===== src/rtl/sdram_arb_pkg.sv =====
// Shared types for the SDRAM burst arbiter.
//   arb_state_e : scheduler states (init, arbitrate, refresh, write/read request and busy)
//   GRANT_WR/RD : encoding of the last granted direction; matches the burst_wr polarity
package sdram_arb_pkg;

  typedef enum logic [2:0] {
    StInit,
    StArb,
    StAref,
    StWrReq,
    StWrBusy,
    StRdReq,
    StRdBusy
  } arb_state_e;

  localparam logic GRANT_WR = 1'b1;
  localparam logic GRANT_RD = 1'b0;

endpackage


===== src/rtl/frame_addr_ptr.sv =====
// Frame address pointer for one direction (write or read) of the frame buffer.
//   clk_i, rst_ni  : clock and asynchronous active-low reset
//   load_i         : reload ptr with the frame start address
//   adv_i          : a burst of adv_len_i words has finished; advance the pointer
//   b_addr_i       : frame start address
//   e_addr_i       : frame end address (exclusive)
//   burst_len_i    : nominal burst length
//   adv_len_i      : length of the burst that just finished
//   ptr_o          : start address of the next burst
//   cur_len_o      : nominal length clipped to the words left in the frame
//   frame_end_o    : one-cycle pulse when the pointer wraps back to the frame start
module frame_addr_ptr #(
  parameter int unsigned AddrW = 24,
  parameter int unsigned LenW  = 10
) (
  input  logic             clk_i,
  input  logic             rst_ni,
  input  logic             load_i,
  input  logic             adv_i,
  input  logic [AddrW-1:0] b_addr_i,
  input  logic [AddrW-1:0] e_addr_i,
  input  logic [LenW-1:0]  burst_len_i,
  input  logic [LenW-1:0]  adv_len_i,
  output logic [AddrW-1:0] ptr_o,
  output logic [LenW-1:0]  cur_len_o,
  output logic             frame_end_o
);

  logic [AddrW-1:0] ptr_q;
  logic [AddrW-1:0] remain;
  logic [LenW-1:0]  remain_sat;
  logic [AddrW-1:0] next_ptr;
  logic             frame_end_q;

  // Words left in the frame, saturated to the burst length width (AddrW > LenW).
  always_comb begin
    remain     = e_addr_i - ptr_q;
    remain_sat = (|remain[AddrW-1:LenW]) ? '1 : remain[LenW-1:0];
    cur_len_o  = (burst_len_i < remain_sat) ? burst_len_i : remain_sat;
    next_ptr   = ptr_q + AddrW'(adv_len_i);
  end

  always_ff @(posedge clk_i or negedge rst_ni) begin
    if (!rst_ni) begin
      ptr_q       <= '0;
      frame_end_q <= 1'b0;
    end else begin
      frame_end_q <= 1'b0;
      if (load_i) begin
        ptr_q <= b_addr_i;
      end else if (adv_i) begin
        if (next_ptr >= e_addr_i) begin
          ptr_q       <= b_addr_i;
          frame_end_q <= 1'b1;
        end else begin
          ptr_q <= next_ptr;
        end
      end
    end
  end

  assign ptr_o       = ptr_q;
  assign frame_end_o = frame_end_q;

endmodule


===== src/rtl/sdram_burst_arbiter.sv =====
// Burst scheduler between the SD-to-SDRAM write FIFO, the SDRAM-to-HDMI read FIFO and the
// SDRAM command engine. Refresh wins, then an urgent read, then writes and reads alternate.
//   sys_clk, sys_rst_n           : SDRAM-domain clock, asynchronous active-low reset
//   init_end                     : SDRAM initialisation done; no grants while low
//   read_valid                   : display read path enabled
//   wr_b_addr/wr_e_addr          : write frame start / end (exclusive)
//   rd_b_addr/rd_e_addr          : read frame start / end (exclusive)
//   wr_burst_len/rd_burst_len    : nominal burst lengths
//   wr_fifo_level/rd_fifo_level  : write FIFO backlog / read FIFO fill
//   aref_req/aref_en/aref_end    : refresh request (level), grant, completion pulse
//   burst_req/wr/addr/len        : burst command, held until burst_ack
//   burst_ack/burst_end          : command accepted / burst finished pulse
//   frame_wr_end/frame_rd_end    : one-cycle pulse when a frame pointer wraps
module sdram_burst_arbiter
  import sdram_arb_pkg::*;
#(
  parameter int unsigned      ADDR_W       = 24,
  parameter int unsigned      LEN_W        = 10,
  parameter logic [LEN_W-1:0] RD_URGENT_TH = 10'd128,
  parameter logic [LEN_W-1:0] FIFO_DEPTH   = 10'd512
) (
  input  logic              sys_clk,
  input  logic              sys_rst_n,
  input  logic              init_end,
  input  logic              read_valid,
  input  logic [ADDR_W-1:0] wr_b_addr,
  input  logic [ADDR_W-1:0] wr_e_addr,
  input  logic [ADDR_W-1:0] rd_b_addr,
  input  logic [ADDR_W-1:0] rd_e_addr,
  input  logic [LEN_W-1:0]  wr_burst_len,
  input  logic [LEN_W-1:0]  rd_burst_len,
  input  logic [LEN_W-1:0]  wr_fifo_level,
  input  logic [LEN_W-1:0]  rd_fifo_level,
  input  logic              aref_req,
  output logic              aref_en,
  input  logic              aref_end,
  output logic              burst_req,
  output logic              burst_wr,
  output logic [ADDR_W-1:0] burst_addr,
  output logic [LEN_W-1:0]  burst_len,
  input  logic              burst_ack,
  input  logic              burst_end,
  output logic              frame_wr_end,
  output logic              frame_rd_end
);

  arb_state_e        state_q;
  logic              last_grant_q;
  logic [ADDR_W-1:0] wr_ptr, rd_ptr;
  logic [LEN_W-1:0]  cur_wr_len, cur_rd_len;
  logic [LEN_W-1:0]  rd_space;
  logic              ptr_load, wr_adv, rd_adv;
  logic              wr_elig, rd_elig, rd_urgent;
  logic              grant_wr, grant_rd;

  // Pointers are loaded on the INIT exit edge so they are valid on the first ARB cycle.
  assign ptr_load = (state_q == StInit) && init_end;
  // A burst finishing in the same cycle it is accepted still advances the pointer.
  assign wr_adv = burst_end && ((state_q == StWrBusy) || ((state_q == StWrReq) && burst_ack));
  assign rd_adv = burst_end && ((state_q == StRdBusy) || ((state_q == StRdReq) && burst_ack));

  frame_addr_ptr #(
    .AddrW (ADDR_W),
    .LenW  (LEN_W)
  ) u_wr_ptr (
    .clk_i       (sys_clk),
    .rst_ni      (sys_rst_n),
    .load_i      (ptr_load),
    .adv_i       (wr_adv),
    .b_addr_i    (wr_b_addr),
    .e_addr_i    (wr_e_addr),
    .burst_len_i (wr_burst_len),
    .adv_len_i   (burst_len),
    .ptr_o       (wr_ptr),
    .cur_len_o   (cur_wr_len),
    .frame_end_o (frame_wr_end)
  );

  frame_addr_ptr #(
    .AddrW (ADDR_W),
    .LenW  (LEN_W)
  ) u_rd_ptr (
    .clk_i       (sys_clk),
    .rst_ni      (sys_rst_n),
    .load_i      (ptr_load),
    .adv_i       (rd_adv),
    .b_addr_i    (rd_b_addr),
    .e_addr_i    (rd_e_addr),
    .burst_len_i (rd_burst_len),
    .adv_len_i   (burst_len),
    .ptr_o       (rd_ptr),
    .cur_len_o   (cur_rd_len),
    .frame_end_o (frame_rd_end)
  );

  always_comb begin
    // An over-reported read level means no free space rather than a wrapped huge value.
    rd_space  = (rd_fifo_level >= FIFO_DEPTH) ? '0 : (FIFO_DEPTH - rd_fifo_level);
    // Zero-length bursts (length input 0) are never eligible.
    wr_elig   = (cur_wr_len != '0) && (wr_fifo_level >= cur_wr_len);
    rd_elig   = read_valid && (cur_rd_len != '0) && (rd_space >= cur_rd_len);
    rd_urgent = rd_elig && (rd_fifo_level < RD_URGENT_TH);

    grant_wr = 1'b0;
    grant_rd = 1'b0;
    if (rd_urgent) begin
      grant_rd = 1'b1;
    end else if (wr_elig && rd_elig) begin
      if (last_grant_q == GRANT_RD) begin
        grant_wr = 1'b1;
      end else begin
        grant_rd = 1'b1;
      end
    end else if (wr_elig) begin
      grant_wr = 1'b1;
    end else if (rd_elig) begin
      grant_rd = 1'b1;
    end
  end

  always_ff @(posedge sys_clk or negedge sys_rst_n) begin
    if (!sys_rst_n) begin
      state_q      <= StInit;
      last_grant_q <= GRANT_RD;
      aref_en      <= 1'b0;
      burst_req    <= 1'b0;
      burst_wr     <= 1'b0;
      burst_addr   <= '0;
      burst_len    <= '0;
    end else begin
      case (state_q)
        StInit: begin
          if (init_end) begin
            state_q <= StArb;
          end
        end
        StArb: begin
          if (!init_end) begin
            state_q <= StInit;
          end else if (aref_req) begin
            aref_en <= 1'b1;
            state_q <= StAref;
          end else if (grant_wr) begin
            burst_req  <= 1'b1;
            burst_wr   <= 1'b1;
            burst_addr <= wr_ptr;
            burst_len  <= cur_wr_len;
            state_q    <= StWrReq;
          end else if (grant_rd) begin
            burst_req  <= 1'b1;
            burst_wr   <= 1'b0;
            burst_addr <= rd_ptr;
            burst_len  <= cur_rd_len;
            state_q    <= StRdReq;
          end
        end
        StAref: begin
          if (aref_end) begin
            aref_en <= 1'b0;
            state_q <= StArb;
          end
        end
        StWrReq, StRdReq: begin
          if (burst_ack) begin
            burst_req <= 1'b0;
            if (burst_end) begin
              last_grant_q <= burst_wr;
              state_q      <= StArb;
            end else begin
              state_q <= burst_wr ? StWrBusy : StRdBusy;
            end
          end
        end
        StWrBusy, StRdBusy: begin
          if (burst_end) begin
            last_grant_q <= burst_wr;
            state_q      <= StArb;
          end
        end
        default: state_q <= StInit;
      endcase
    end
  end

endmodule


===== config.mk =====
export PLATFORM = sky130hd
export DESIGN_NAME = sdram_burst_arbiter
export DESIGN_NICKNAME = d
export VERILOG_FILES = /design/src/rtl/sdram_arb_pkg.sv /design/src/rtl/frame_addr_ptr.sv /design/src/rtl/sdram_burst_arbiter.sv
export SDC_FILE = /design/constraint.sdc
export NUM_CORES = 1
export LEC_CHECK = 0
export ABC_AREA = 0
export CAP_MARGIN = 20
export CORE_AREA = 2 2 102 203
export CTS_CLUSTER_DIAMETER = 200
export DETAILED_ROUTE_END_ITERATION = 16
export DIE_AREA = 0 0 104 205
export PLACE_DENSITY_LB_ADDON = 0.15
export SLEW_MARGIN = 30
export SYNTH_ARGS = -nofsm -noshare
export SYNTH_HDL_FRONTEND = slang
export SYNTH_SLANG_ARGS = --single-unit
export TNS_END_PERCENT = 10

===== constraint.sdc =====
create_clock -name sys_clk -period 21.8 [get_ports sys_clk]
set_input_delay 2.18 -clock sys_clk [delete_from_list [all_inputs] [get_ports sys_clk]]
set_output_delay 2.18 -clock sys_clk [all_outputs]
set_load 0.05 [all_outputs]

==> flow_metrics.tcl <==
set metrics [dict create \
    outcome "complete, no violations" \
    post_cts_hold_buffer_count 0 \
    crit_type "input pin to flop" \
    cp_slowest_cell "sky130_fd_sc_hd__or4b_4" \
    detailed_place_hpwl_mm 33.1 \
    post_synthesis_average_cell_area_sq_um 7.89 \
    grt_pass1_wl_mm 62.7 \
    post_synth_num_cell_types 83 \
    initial_standard_cell_utilization_of_the_core 0.594 \
    core_region_area_sq_mm 0.0197 \
    cp_max_fo 17 \
    layout.cell_area.non_filler_sq_mm 0.0140 \
    crit_path_frequent_cell "sky130_fd_sc_hd__a21oi_1" \
    layout.cells.most_common "sky130_fd_sc_hd__clkdlybuf4s50_1" \
    synth-main-ff-cell "sky130_fd_sc_hd__dfrtp_1" \
    antenna_diodes 0 \
    chipWidth_um 104 \
    initial_antenna_violation_count 0 \
    cts_post_setup_buffers_inserted 0 \
    grt.overflow.total 0 \
    intPower_mw 0.919 \
    placement.setup.worst_slack_ns 10.15 \
    cts_tree "yes" \
    ir_drop_mv 0.0724 \
    critPathMaxStageDelay_ns 0.55 \
    fillers 1684 \
    worst_ep_arrival_time_ns 11.68 \
    upper_clock_frequency_limit_mhz 87.3 \
    synth_area_sq_mm 0.0117 \
    nNetsFinal 1934 \
    clock_sink_count 91 \
    timing.final.ws_setup_ns 10.34 \
    avgViaCountPerCell 6.37 \
    setup_failing_eps_final 0 \
    post_layout_nonfiller_instances 1900 \
    synth_area_leaders "sky130_fd_sc_hd__dfrtp_1, sky130_fd_sc_hd__ha_1, sky130_fd_sc_hd__inv_1" \
    p_seq_frac 0.176 \
    post-route-period-util 0.526 \
    final_cell_utilization_of_the_core 0.711 \
    via_count 12100 \
    category_of_the_worst_setup_path_capture_point "flop" \
    timing.final.max_slew_violations 0 \
    swShare 0.531 \
    leakagePower_nw 6.34 \
    power.combinational.fraction 0.736 \
    rsz_0062_raised_after_global_routing "no" \
    synth_seq_cells 91 \
    setup-tns-final_ns 0 \
    dominant_combinational_cell_family_by_area_after_synthesis "compound AO/OA/AOI/OAI gates" \
    yosysTopAreaCell "sky130_fd_sc_hd__dfrtp_1" \
    gp_congestion 1.05 \
    insertion_delay_to_the_later_sink_of_the_worst_skew_pair_ns 0.36 \
    synth_compound_area_frac 0.265 \
    wl_per_cell_um 21.1 \
    design_power_total_mw 1.96 \
    post-place-cells 1884 \
    row_count 73 \
    power_frac_clock 0.088 \
    grt_use_total 0.374 \
    synthSimpleGateAreaFrac 0.185 \
    most_used_cells_in_the_layout_excluding_fill_and_tap_cells "sky130_fd_sc_hd__clkdlybuf4s50_1, sky130_fd_sc_hd__inv_1, sky130_fd_sc_hd__ha_1" \
    clock_tree.htree_level_count 3 \
    muxShareOfSynthArea 0.0498 \
    post-route-drc-count 0 \
    clk_transition_reported_paths_ns 0.07 \
    first_global_vias 12400 \
    worst-endpoint-required_ns 22.02 \
    worst_slew_pin_slew_ns 0.943 \
    portBuffers 182 \
    die_area_sq_mm 0.0213 \
    max-cap-violations 0 \
    synth_edf_count 0 \
    crit_path_start_kind "input pin" \
    drt_iter0_drc 858 \
    kind_of_path_behind_the_tightest_hold_check "flop to flop" \
    worst_hold_check_slack_ns 0.491 \
    die_y_um 205 \
    antenna_left 0 \
    r2r_cells 35 \
    async_flop_share 1.00 \
    ioPinCount 183 \
    power.density_cell_area_mw_per_mm2 140 \
    layout-area-overhead-vs-synth_pct 19.8 \
    skew_ns 0.0115 \
    detailedRoute.firstPassIterationCount 6 \
    maxSlewHeadroom 0.372 \
    synthesis.yosys.warnings 0 \
    worstHoldPathCells 2 \
    grt_max_degree 72 \
    postRouteWirelength_mm 40.1 \
    yosys.area.top_type_share 0.194 \
    final_period_minus_worst_setup_slack_ns 11.46 \
    layout-drive-gt1-share 0.0556 \
    synth_adder_area_share 0.170 \
    synth-seq-area-share 0.194 \
    clock_tree.buffer_depth 2 \
    post_synth_inst_count 1486 \
    synth_fp_nets 1787 \
    placement.cell_area_sq_mm 0.0137 \
    synth_xor_area_frac 0.0635 \
    finalHoldViolCount 0 \
    netSwitchingPower_mw 1.04 \
    numCtsBuffers 9 \
    cts-root-buf "sky130_fd_sc_hd__clkbuf_16" \
    cts_repair_resize_count 0 \
]
[area by class of cell]
type | count | area [sq um] | share of cell area
multi-input cells | 1180 | 8610 | 0.613
flip-flops and latches | 91 | 2280 | 0.162
repair buffers | 192 | 1900 | 0.135
inverters | 159 | 597 | 0.0425
well taps | 262 | 328 | 0.0234
clock buffers | 10 | 239 | 0.0170
clock inverters | 6 | 88.8 | 0.00633
[logic make-up (layout without fill, tap and decap cells)]
family	after synthesis	in the layout
multiplexers	57	57
flip-flops	91	91
AND/OR/NAND/NOR	435	435
XOR/XNOR	85	85
buffers and inverters	215	367
adder cells (fa/ha/maj)	157	157
AO/OA/AOI/OAI	446	446
[worst paths after layout]
path                               startpoint  slack, ns                   end
min in group asynchronous           sys_rst_n       1.71          burst_len[9]
max                              wr_e_addr[0]      10.34        burst_addr[23]
min reg2reg                u_rd_ptr.ptr_o[13]       0.49    u_rd_ptr.ptr_o[13]
min                        u_rd_ptr.ptr_o[13]       0.49    u_rd_ptr.ptr_o[13]
max in group asynchronous           sys_rst_n      19.13  u_wr_ptr.frame_end_o
max reg2reg                 u_wr_ptr.ptr_o[6]      12.14        burst_addr[23]
[routing by layer]
layer  up-vias  global-route usage  wire length [um]
met5         -                   0                 0
li1       5707                   -                 -
met4         0               0.300              3440
met1      5708               0.362             13800
met2       498               0.703             21200
met3       198              0.0474              1620
[critical path, delay by kind of cell]
kind	cells	cell delay [ns]
compound gates	17	4.27
simple gates	12	2.87
fa+ha+maj	4	1.02
buf+inv	4	0.97
mux	1	0.36
[registers in the layout (all words and copies together) (netlist names)]
signal	flops
aref_en	1
burst_addr	24
burst_len	10
burst_req	1
burst_wr	1
last_grant_q	1
state_q	3
u_rd_ptr.frame_end_o	1
u_rd_ptr.ptr_o	24
u_wr_ptr.frame_end_o	1
u_wr_ptr.ptr_o	24
[synth_stat cells (all sizes together), types with 6 or more instances]
cell type / n
inv: 158
ha: 153
nand2: 129
o21ai: 111
a21oi: 97
dfrtp: 91
nor2: 85
xnor2: 66
nor3: 53
a21o: 48
mux2i: 47
clkbuf: 39
nand4: 33
a221oi: 27
nand2b: 19
o21bai: 19
xor2: 19
or2: 18
buf: 17
nand3: 17
o21a: 17
and3: 16
o2111ai: 14
a211oi: 13
nor4: 13
nor2b: 12
o31ai: 12
a31oi: 11
mux2: 10
o211ai: 10
or3: 10
o22ai: 9
or4: 8
a31o: 6
[power groups by stage]
| stage | registers, mW | clock network (mW) | logic [mW] |
|---|---|---|---|
| 6_report | 0.345 | 0.172 | 1.44 |
| 5_1_grt | 0.353 | 0.180 | 1.57 |
| 2_1_floorplan | 0.413 | 0 | 0.928 |
| 3_3_place_gp | 0.340 | 0 | 1.38 |
| 3_5_place_dp | 0.342 | 0 | 1.41 |
| 4_1_cts | 0.340 | 0.174 | 1.43 |
(Power assumes the default switching activity.)
